===== src/rtl/parser_input_arbiter.sv =====
// Packet-granular round-robin arbiter sharing one parser receive port between
// NUM_PORTS sources; zero-latency pass-through while streaming, with debug counters.
module parser_input_arbiter #(
  parameter int NUM_PORTS   = 4,
  parameter int DATA_W      = 32,
  parameter int STALL_LIMIT = 255
) (
  input  logic                          clk,
  input  logic                          reset,
  input  logic [NUM_PORTS*DATA_W-1:0]   req_data,
  input  logic [NUM_PORTS-1:0]          req_val,
  input  logic [NUM_PORTS-1:0]          req_last,
  output logic [NUM_PORTS-1:0]          req_ready,
  input  logic [NUM_PORTS-1:0]          port_en,
  output logic [DATA_W-1:0]             dataOut,
  output logic                          dataOut_val,
  output logic                          dataOut_last,
  input  logic                          dataOut_ready,
  output logic [$clog2(NUM_PORTS)-1:0]  grant_id,
  output logic                          busy,
  output logic [15:0]                   pkt_count,
  output logic                          stall_err
);
  localparam int GW = $clog2(NUM_PORTS);
  localparam int CW = $clog2(STALL_LIMIT + 1);

  typedef enum logic {S_IDLE, S_STREAM} state_t;

  state_t          r_state;
  state_t          w_state_next;
  logic [GW-1:0]   r_grant_id;
  logic [GW-1:0]   w_win_id;
  logic            w_win_found;
  logic [CW-1:0]   r_stall_cnt;
  logic [CW-1:0]   w_stall_inc;
  logic            r_stall_err;
  logic [15:0]     r_pkt_count;
  logic [NUM_PORTS-1:0] w_cand;
  logic            w_g_val;
  logic            w_g_last;
  logic [DATA_W-1:0] w_g_data;
  logic            w_streaming;
  logic            w_beat;

  assign w_cand      = req_val & port_en;
  assign w_g_val     = req_val[r_grant_id];
  assign w_g_last    = req_last[r_grant_id];
  assign w_g_data    = req_data[r_grant_id*DATA_W +: DATA_W];
  assign w_streaming = (r_state == S_STREAM);
  assign w_beat      = w_streaming & w_g_val & dataOut_ready;
  assign w_stall_inc = (r_stall_cnt == CW'(STALL_LIMIT)) ? r_stall_cnt : r_stall_cnt + CW'(1);

  // Scan downward so the last match written is the nearest port after grant_id;
  // grant_id itself (offset NUM_PORTS) therefore has the lowest priority.
  always_comb begin
    w_win_found = 1'b0;
    w_win_id    = r_grant_id;
    for (int i = NUM_PORTS; i >= 1; i--) begin
      if (w_cand[(int'(r_grant_id) + i) % NUM_PORTS]) begin
        w_win_found = 1'b1;
        w_win_id    = GW'((int'(r_grant_id) + i) % NUM_PORTS);
      end
    end
  end

  always_comb begin
    w_state_next = r_state;
    case (r_state)
      S_IDLE:   if (w_win_found) w_state_next = S_STREAM;
      S_STREAM: if (w_beat && w_g_last) w_state_next = S_IDLE;
      default:  w_state_next = S_IDLE;
    endcase
  end

  always_comb begin
    req_ready    = '0;
    dataOut      = '0;
    dataOut_val  = 1'b0;
    dataOut_last = 1'b0;
    if (w_streaming) begin
      dataOut_val             = w_g_val;
      dataOut_last            = w_g_last;
      dataOut                 = w_g_val ? w_g_data : '0;
      req_ready[r_grant_id]   = dataOut_ready;
    end
  end

  always_ff @(posedge clk or posedge reset) begin
    if (reset) begin
      r_state     <= S_IDLE;
      r_grant_id  <= GW'(NUM_PORTS - 1);
      r_stall_cnt <= '0;
      r_stall_err <= 1'b0;
      r_pkt_count <= '0;
    end else begin
      r_state <= w_state_next;
      if (!w_streaming && w_win_found) r_grant_id <= w_win_id;
      if (w_beat && w_g_last) r_pkt_count <= r_pkt_count + 16'd1;
      // Watchdog only watches the source; parser backpressure is not a stall.
      if (w_streaming && !w_g_val) begin
        r_stall_cnt <= w_stall_inc;
        if (w_stall_inc == CW'(STALL_LIMIT)) r_stall_err <= 1'b1;
      end else begin
        r_stall_cnt <= '0;
      end
    end
  end

  assign grant_id  = r_grant_id;
  assign busy      = w_streaming;
  assign pkt_count = r_pkt_count;
  assign stall_err = r_stall_err;
endmodule

===== config.mk =====
export PLATFORM = sky130hd
export DESIGN_NAME = parser_input_arbiter
export DESIGN_NICKNAME = d
export VERILOG_FILES = /design/src/rtl/parser_input_arbiter.sv
export SDC_FILE = /design/constraint.sdc
export NUM_CORES = 1
export LEC_CHECK = 0
export ABC_AREA = 1
export BUFFER_PORTS_ARGS = -buffer_cell sky130_fd_sc_hd__clkbuf_2
export CORE_ASPECT_RATIO = 1.4
export CORE_MARGIN = 2
export CORE_UTILIZATION = 43
export DETAILED_ROUTE_END_ITERATION = 8
export PLACE_DENSITY = 0.85
export SETUP_SLACK_MARGIN = 0.3
export SLEW_MARGIN = 20
export SYNTH_ARGS = -nofsm -noshare
export SYNTH_HDL_FRONTEND = slang
export SYNTH_SLANG_ARGS = --single-unit

===== constraint.sdc =====
create_clock -name clk -period 2.8 [get_ports clk]
set_clock_uncertainty 0.2 [all_clocks]
set_input_delay 0.42 -clock clk [delete_from_list [all_inputs] [get_ports clk]]
set_output_delay 0.42 -clock clk [all_outputs]
set_load 0.005 [all_outputs]

==> results of run 1 <==
## worst max-delay path: stages, from the launching register on
cell,delay (ps)
dfstp_2,650
nand2_1,70
nand2_1,70
nand2_1,60
o21ai_2,90
nand2_2,120
clkbuf_16,210
a21oi_1,130
clkbuf_2,130
## stage by stage
step           worst slack, ps  utilization (%)  std cells
2_1_floorplan              489                -        515
3_3_place_gp               451             59.8        786
3_5_place_dp               345             59.8        786
4_1_cts                    335             61.1        793
5_1_grt                    240             62.3        795
6_report                   360             62.3        795
## final timing paths
| path | end | slack (ps) | start |
|---|---|---|---|
| max in group asynchronous | grant_id[1]$_DFFE_PP1P_ | 1570 | reset |
| max reg2reg | pkt_count[4]$_DFFE_PP0P_ | 600 | grant_id[0]$_DFFE_PP1P_ |
| max | dataOut[13] | 360 | grant_id[0]$_DFFE_PP1P_ |
| min reg2reg | stall_err$_DFFE_PP0P_ | 300 | stall_err$_DFFE_PP0P_ |
| min | stall_err$_DFFE_PP0P_ | 300 | stall_err$_DFFE_PP0P_ |
| min in group asynchronous | r_stall_cnt[4]$_DFF_PP0_ | 520 | reset |
## cells by family after synthesis
| group | Yosys count |
|---|---|
| and+or+nand+nor | 285 |
| AOI/OAI and AO/OA | 114 |
| buffers and inverters | 65 |
| DFF | 28 |
| xor gates and xnor gates | 17 |
| adders and majority gates | 6 |
## cell usage in the layout, fill, tap and decap left out, types with 2 or more instances in the layout
cell type	n
nand3_2	3
ha_1	6
dfrtp_1	26
nand4_1	2
nand3_1	30
nor3_1	6
xnor2_1	6
o21ai_0	60
a21oi_2	5
nand2_2	7
a21oi_1	35
dfstp_2	2
nor2_1	154
clkbuf_8	3
clkbuf_2	200
inv_1	35
inv_2	2
o21ai_1	12
nor2_2	5
buf_12	2
xor2_1	11
nand2_1	77
buf_4	6
## flip-flops by register name, summed over array words and instances, names as in the netlist
name	flops
pkt_count	16
r_stall_cnt	8
grant_id	2
busy	1
stall_err	1
## routing by layer
metal | share of wire (%) | vias up | global-route usage [%]
li1 | - | 2026 | -
met1 | 39 | 1772 | 34.0
met2 | 49 | 219 | 47.3
met3 | 7.6 | 35 | 2.76
met4 | 3.6 | 0 | 11.1
met5 | 0 | - | 0
## power by group through the flow
| stage | Sequential [mW] | Clock [mW] | Combinational [mW] |
|---|---|---|---|
| 4_1_cts | 0.583 | 0.222 | 2.42 |
| 2_1_floorplan | 0.578 | 0 | 1.66 |
| 6_report | 0.590 | 0.216 | 2.58 |
| 3_5_place_dp | 0.603 | 0 | 2.34 |
| 3_3_place_gp | 0.595 | 0 | 2.29 |
| 5_1_grt | 0.602 | 0.239 | 2.90 |
## area by class of cell
class                      instances  area, µm²
fill                             650       2510
multi-input combinational        422       1990
timing repair buffer             212       1150
sequential                        28        703
inverter                          38        145
tap                               92        115
clock buffer                       3       41.3
## what timing repair did
action,in CTS,in global routing
endpoints found under the hold margin,26,0
setup buffers,3,1
cloned,0,1
pin swaps,0,1
setup endpoints to repair,33,35
hold buffers,1,0
resized for setup,4,22
==> out/results.ini, run 1 <==
[status]
status = complete, no violations

[cts]
clk_path_buf_depth = 2
clk_pin_slew_worst_paths_ps = 90
cts_made_buffers = 3
htreeDepth = 1
cts_root_buf = clkbuf_8
cts.sinks = 28
clk_latency_ps = 270
cts_tree = built

[place]
dpl_cell_area_um2 = 3980
port_buffers = 200
gp_congestion = 0.933
dpl.hpwl_um = 8570

[routing]
drt_wl_total_um = 10800
avgRoutedWirePerCell_um = 13.6
viasPerCell = 5.10
drtIter0Drc = 152
num_vias = 4052
drc = 0
drtAntennaViolNets = 0
first_pass_iters = 4

[critical_path]
crit_required_ps = 2180
path_class = flop to output port
end_kind = output port
critPathArrivalTime_ps = 1820
reg2regPathDepth = 9
cp_max_fo = 16
crit_path_start_kind = flop

[floorplanning]
die_area_um2 = 7600
die_y_um = 102
start_util_pct = 44.7
io_pins = 201
rows = 35
fp.coreArea_um2 = 6660
die_w_um = 74.3

[power]
switchingPower_mw = 1.78
powerDensity_nw_per_um2 = 817
leakage_nw = 2.27
power_mw = 3.39
p_clk_share_pct = 6.4
internal_power_mw = 1.61
sw_frac_of_total_pct = 52.5
p_seq_share_pct = 17.4
peakVddDrop_v = 0.000431
p_comb_share_pct = 76.2

[synthesis]
synthArstFlopShare_pct = 100
ys_seq_elements = 28
synth_edf_count = 0
syn-num-nets = 664
synthSimpleGateAreaFrac_pct = 39.4
synth_top_family_by_area = simple AND/OR/NAND/NOR gates
yosysSeqAreaShare_pct = 23.7
synth.avg_cell_area_um2 = 5.77
synth_most_common_cell = nor2_1
synth.cell_area_um2 = 2970
netlist_instances = 515
synth_compound_area_share_pct = 19.5
synth_top_area_share_pct = 21.9
ys_top_cells_by_count = nor2_1, nand2_1, o21ai_0
synth.distinct_cells = 27
synthAdderAreaFrac_pct = 2.53
synth.largest_area_cell = dfrtp_1
ys_warn_count = 0
synthFlopType = dfrtp_1
synth_xor_area_share_pct = 5.01
synth_mux_area_share_pct = 0
netlist_top_cells_area = dfrtp_1, nor2_1, o21ai_0

[final_layout]
layout.nets = 854
area_growth_pct = 39.4
drive_gt1_share_pct = 34.1
n_antenna_cell = 0
stdcell_area_um2 = 4140

[timing]
rsz0062_at_grt = yes
max_slew_margin_pct = 71.6
period_share_pct = 87.1
finalHoldViolations = 0
finalSetupViolations = 0
fin_setup_tns_ps = 0
whs_ps = 297
period_needed_ps = 2440
slew_violations = 0
max_freq_mhz = 410
worst_pin_slew_ps = 426

[global_route]
grt_max_degree = 71
grt_pass1_vias = 3742
grt_pass1_wl_um = 16500
overflow = 0
track_usage_pct = 27.2
antenna_found_initial = 0

[worst_hold_path]
min_path_type = flop to flop
whs_path_depth = 2

[job]
cap_violations = 0

Power figures use the tool's default switching activity.
==> run 2, diff against run 1 <==
- ABC_AREA: 1 -> default
- CORE_UTILIZATION: 43 -> 41
==> out/results.ini, run 2 <==
[status]
status = complete, no violations

[critical_path]
crit_path_start_kind = flop
crit_buf_inv = 3
path_class = flop to output port
reg2regPathDepth = 7
cp_top_family = flip-flops
cp.depth = 5
end_kind = output port
cp_cell_sequence = buf_6 -> clkbuf_16 -> mux4_2 -> and3_1 -> clkbuf_2
cp_max_fo = 5
crit_required_ps = 2180
cpMaxStageDelayCell = dfstp_2
worst_path_largest_cell_delay_ps = 620
critPathArrivalTime_ps = 1990

[timing]
rsz0062_at_grt = yes
period_share_pct = 93.1
worst_pin_slew_ps = 544
finalSetupViolations = 0
finalHoldViolations = 0
period_needed_ps = 2610
max_freq_mhz = 384
max_slew_margin_pct = 63.2
whs_ps = 285
fin_setup_tns_ps = 0
slew_violations = 0

[global_route]
grt_max_degree = 30
antenna_found_initial = 1
track_usage_pct = 29.0
grt_pass1_vias = 3171
grt_pass1_wl_um = 16200
overflow = 0

[floorplanning]
fp.coreArea_um2 = 6300
die_y_um = 99.8
die_w_um = 72.5
io_pins = 201
start_util_pct = 42.7
rows = 34
die_area_um2 = 7230

[synthesis]
yosysSeqAreaShare_pct = 26.1
ys_seq_elements = 28
ys_warn_count = 0
synthArstFlopShare_pct = 100
synth.largest_area_cell = mux4_2
synth_most_common_cell = and3_1
netlist_instances = 254
synth.avg_cell_area_um2 = 10.6
netlist_top_cells_area = mux4_2, dfrtp_1, and3_1
synthFlopType = dfrtp_1
synth_top_area_share_pct = 29.3
syn-num-nets = 403
synth_edf_count = 0
ys_top_cells_by_count = and3_1, mux4_2, dfrtp_1
synth.cell_area_um2 = 2690
synth.distinct_cells = 41

[routing]
drt_wl_total_um = 10500
drtAntennaViolNets = 0
first_pass_iters = 6
drtIter0Drc = 206
num_vias = 3109
viasPerCell = 5.91
drc = 0
avgRoutedWirePerCell_um = 20.0

[place]
dpl_cell_area_um2 = 3770
dpl.hpwl_um = 8400
gp_congestion = 0.908
port_buffers = 200

[final_layout]
n_antenna_cell = 0
final_common_cell = clkbuf_2
fillCellCount = 535
stdcell_area_um2 = 3960
drive_gt1_share_pct = 57.5
layout_common_cells = clkbuf_2, and3_1, mux4_2, dfrtp_1, nand3_1
utilization_pct = 62.9
layout.nets = 604
area_growth_pct = 47.3
largest_reg_flops = 16

[cts]
cts_tree = built
clk_pin_slew_worst_paths_ps = 90
cts_root_buf = clkbuf_8
cts.sinks = 28
clk_path_buf_depth = 2
clk_latency_ps = 280
htreeDepth = 1
cts_made_buffers = 3

[worst_hold_path]
min_path_type = flop to flop
whs_path_depth = 1

[power]
peakVddDrop_v = 0.000407
leakage_nw = 2.09
powerDensity_nw_per_um2 = 757

[job]
cap_violations = 0

==> run 2: path summary, 6_finish.rpt <==
path	start	to	slack [ps]
worst min-delay path	pkt_count[15]$_DFFE_PP0P_	pkt_count[15]$_DFFE_PP0P_	280
worst max register to register	grant_id[1]$_DFFE_PP1P_	grant_id[0]$_DFFE_PP1P_	320
worst max-delay path	grant_id[0]$_DFFE_PP1P_	dataOut[16]	190
max in group asynchronous	reset	grant_id[0]$_DFFE_PP1P_	1560
worst min register to register	pkt_count[15]$_DFFE_PP0P_	pkt_count[15]$_DFFE_PP0P_	280
min in group asynchronous	reset	r_stall_cnt[7]$_DFF_PP0_	520
==> run 2: timing repair <==
action | 4_1_cts | 5_1_grt
setup buffers | 4 | 0
hold buffers | 1 | 0
endpoints found under the setup margin | 34 | 35
hold endpoints to repair | 26 | 0
gates cloned | 1 | 1
resized for setup | 7 | 1
==> run 2: cells by family after synthesis <==
kind of cell    after synthesis  share of synthesized area (%)
compound gates               26                           6.98
xor+xnor                     16                           5.21
fa+ha+maj                     6                           2.79
buf+inv                      30                           4.61
flops                        28                           26.1
mux                          38                           30.5
simple gates                110                           23.8
==> run 2: report_power, final <==
group,switching (mW),internal [mW]
clock network,0.131,0.192
logic,0.947,1.12
registers,0.128,0.480
total,1.21,1.79
==> run 2: layout make-up <==
| cell class | count | area (µm²) | share of cell area [%] |
|---|---|---|---|
| Multi-Input combinational cell | 196 | 1870 | 47.1 |
| Timing Repair Buffer | 215 | 1190 | 30.0 |
| Sequential cell | 28 | 703 | 17.8 |
| Tap cell | 72 | 90.1 | 2.27 |
| Clock buffer | 3 | 41.3 | 1.04 |
| Inverter | 11 | 41.3 | 1.04 |
| Clock inverter | 1 | 30.0 | 0.758 |
==> run 2: per-layer routing <==
metal	global-route usage, %	vias to the layer above	routed length [µm]
met3	6.22	19	941
li1	-	1385	-
met5	0	-	14
met4	7.26	2	205
met1	37.5	1500	4010
met2	49.3	203	5350
==> run 2: stage by stage <==
step           worst slack (ps)  cells  power (mW)
6_report                    194    526        3.00
5_1_grt                     131    526        3.21
4_1_cts                     195    525        2.97
3_5_place_dp                406    515        2.51
3_3_place_gp                452    515        2.47
2_1_floorplan               477    254        1.80
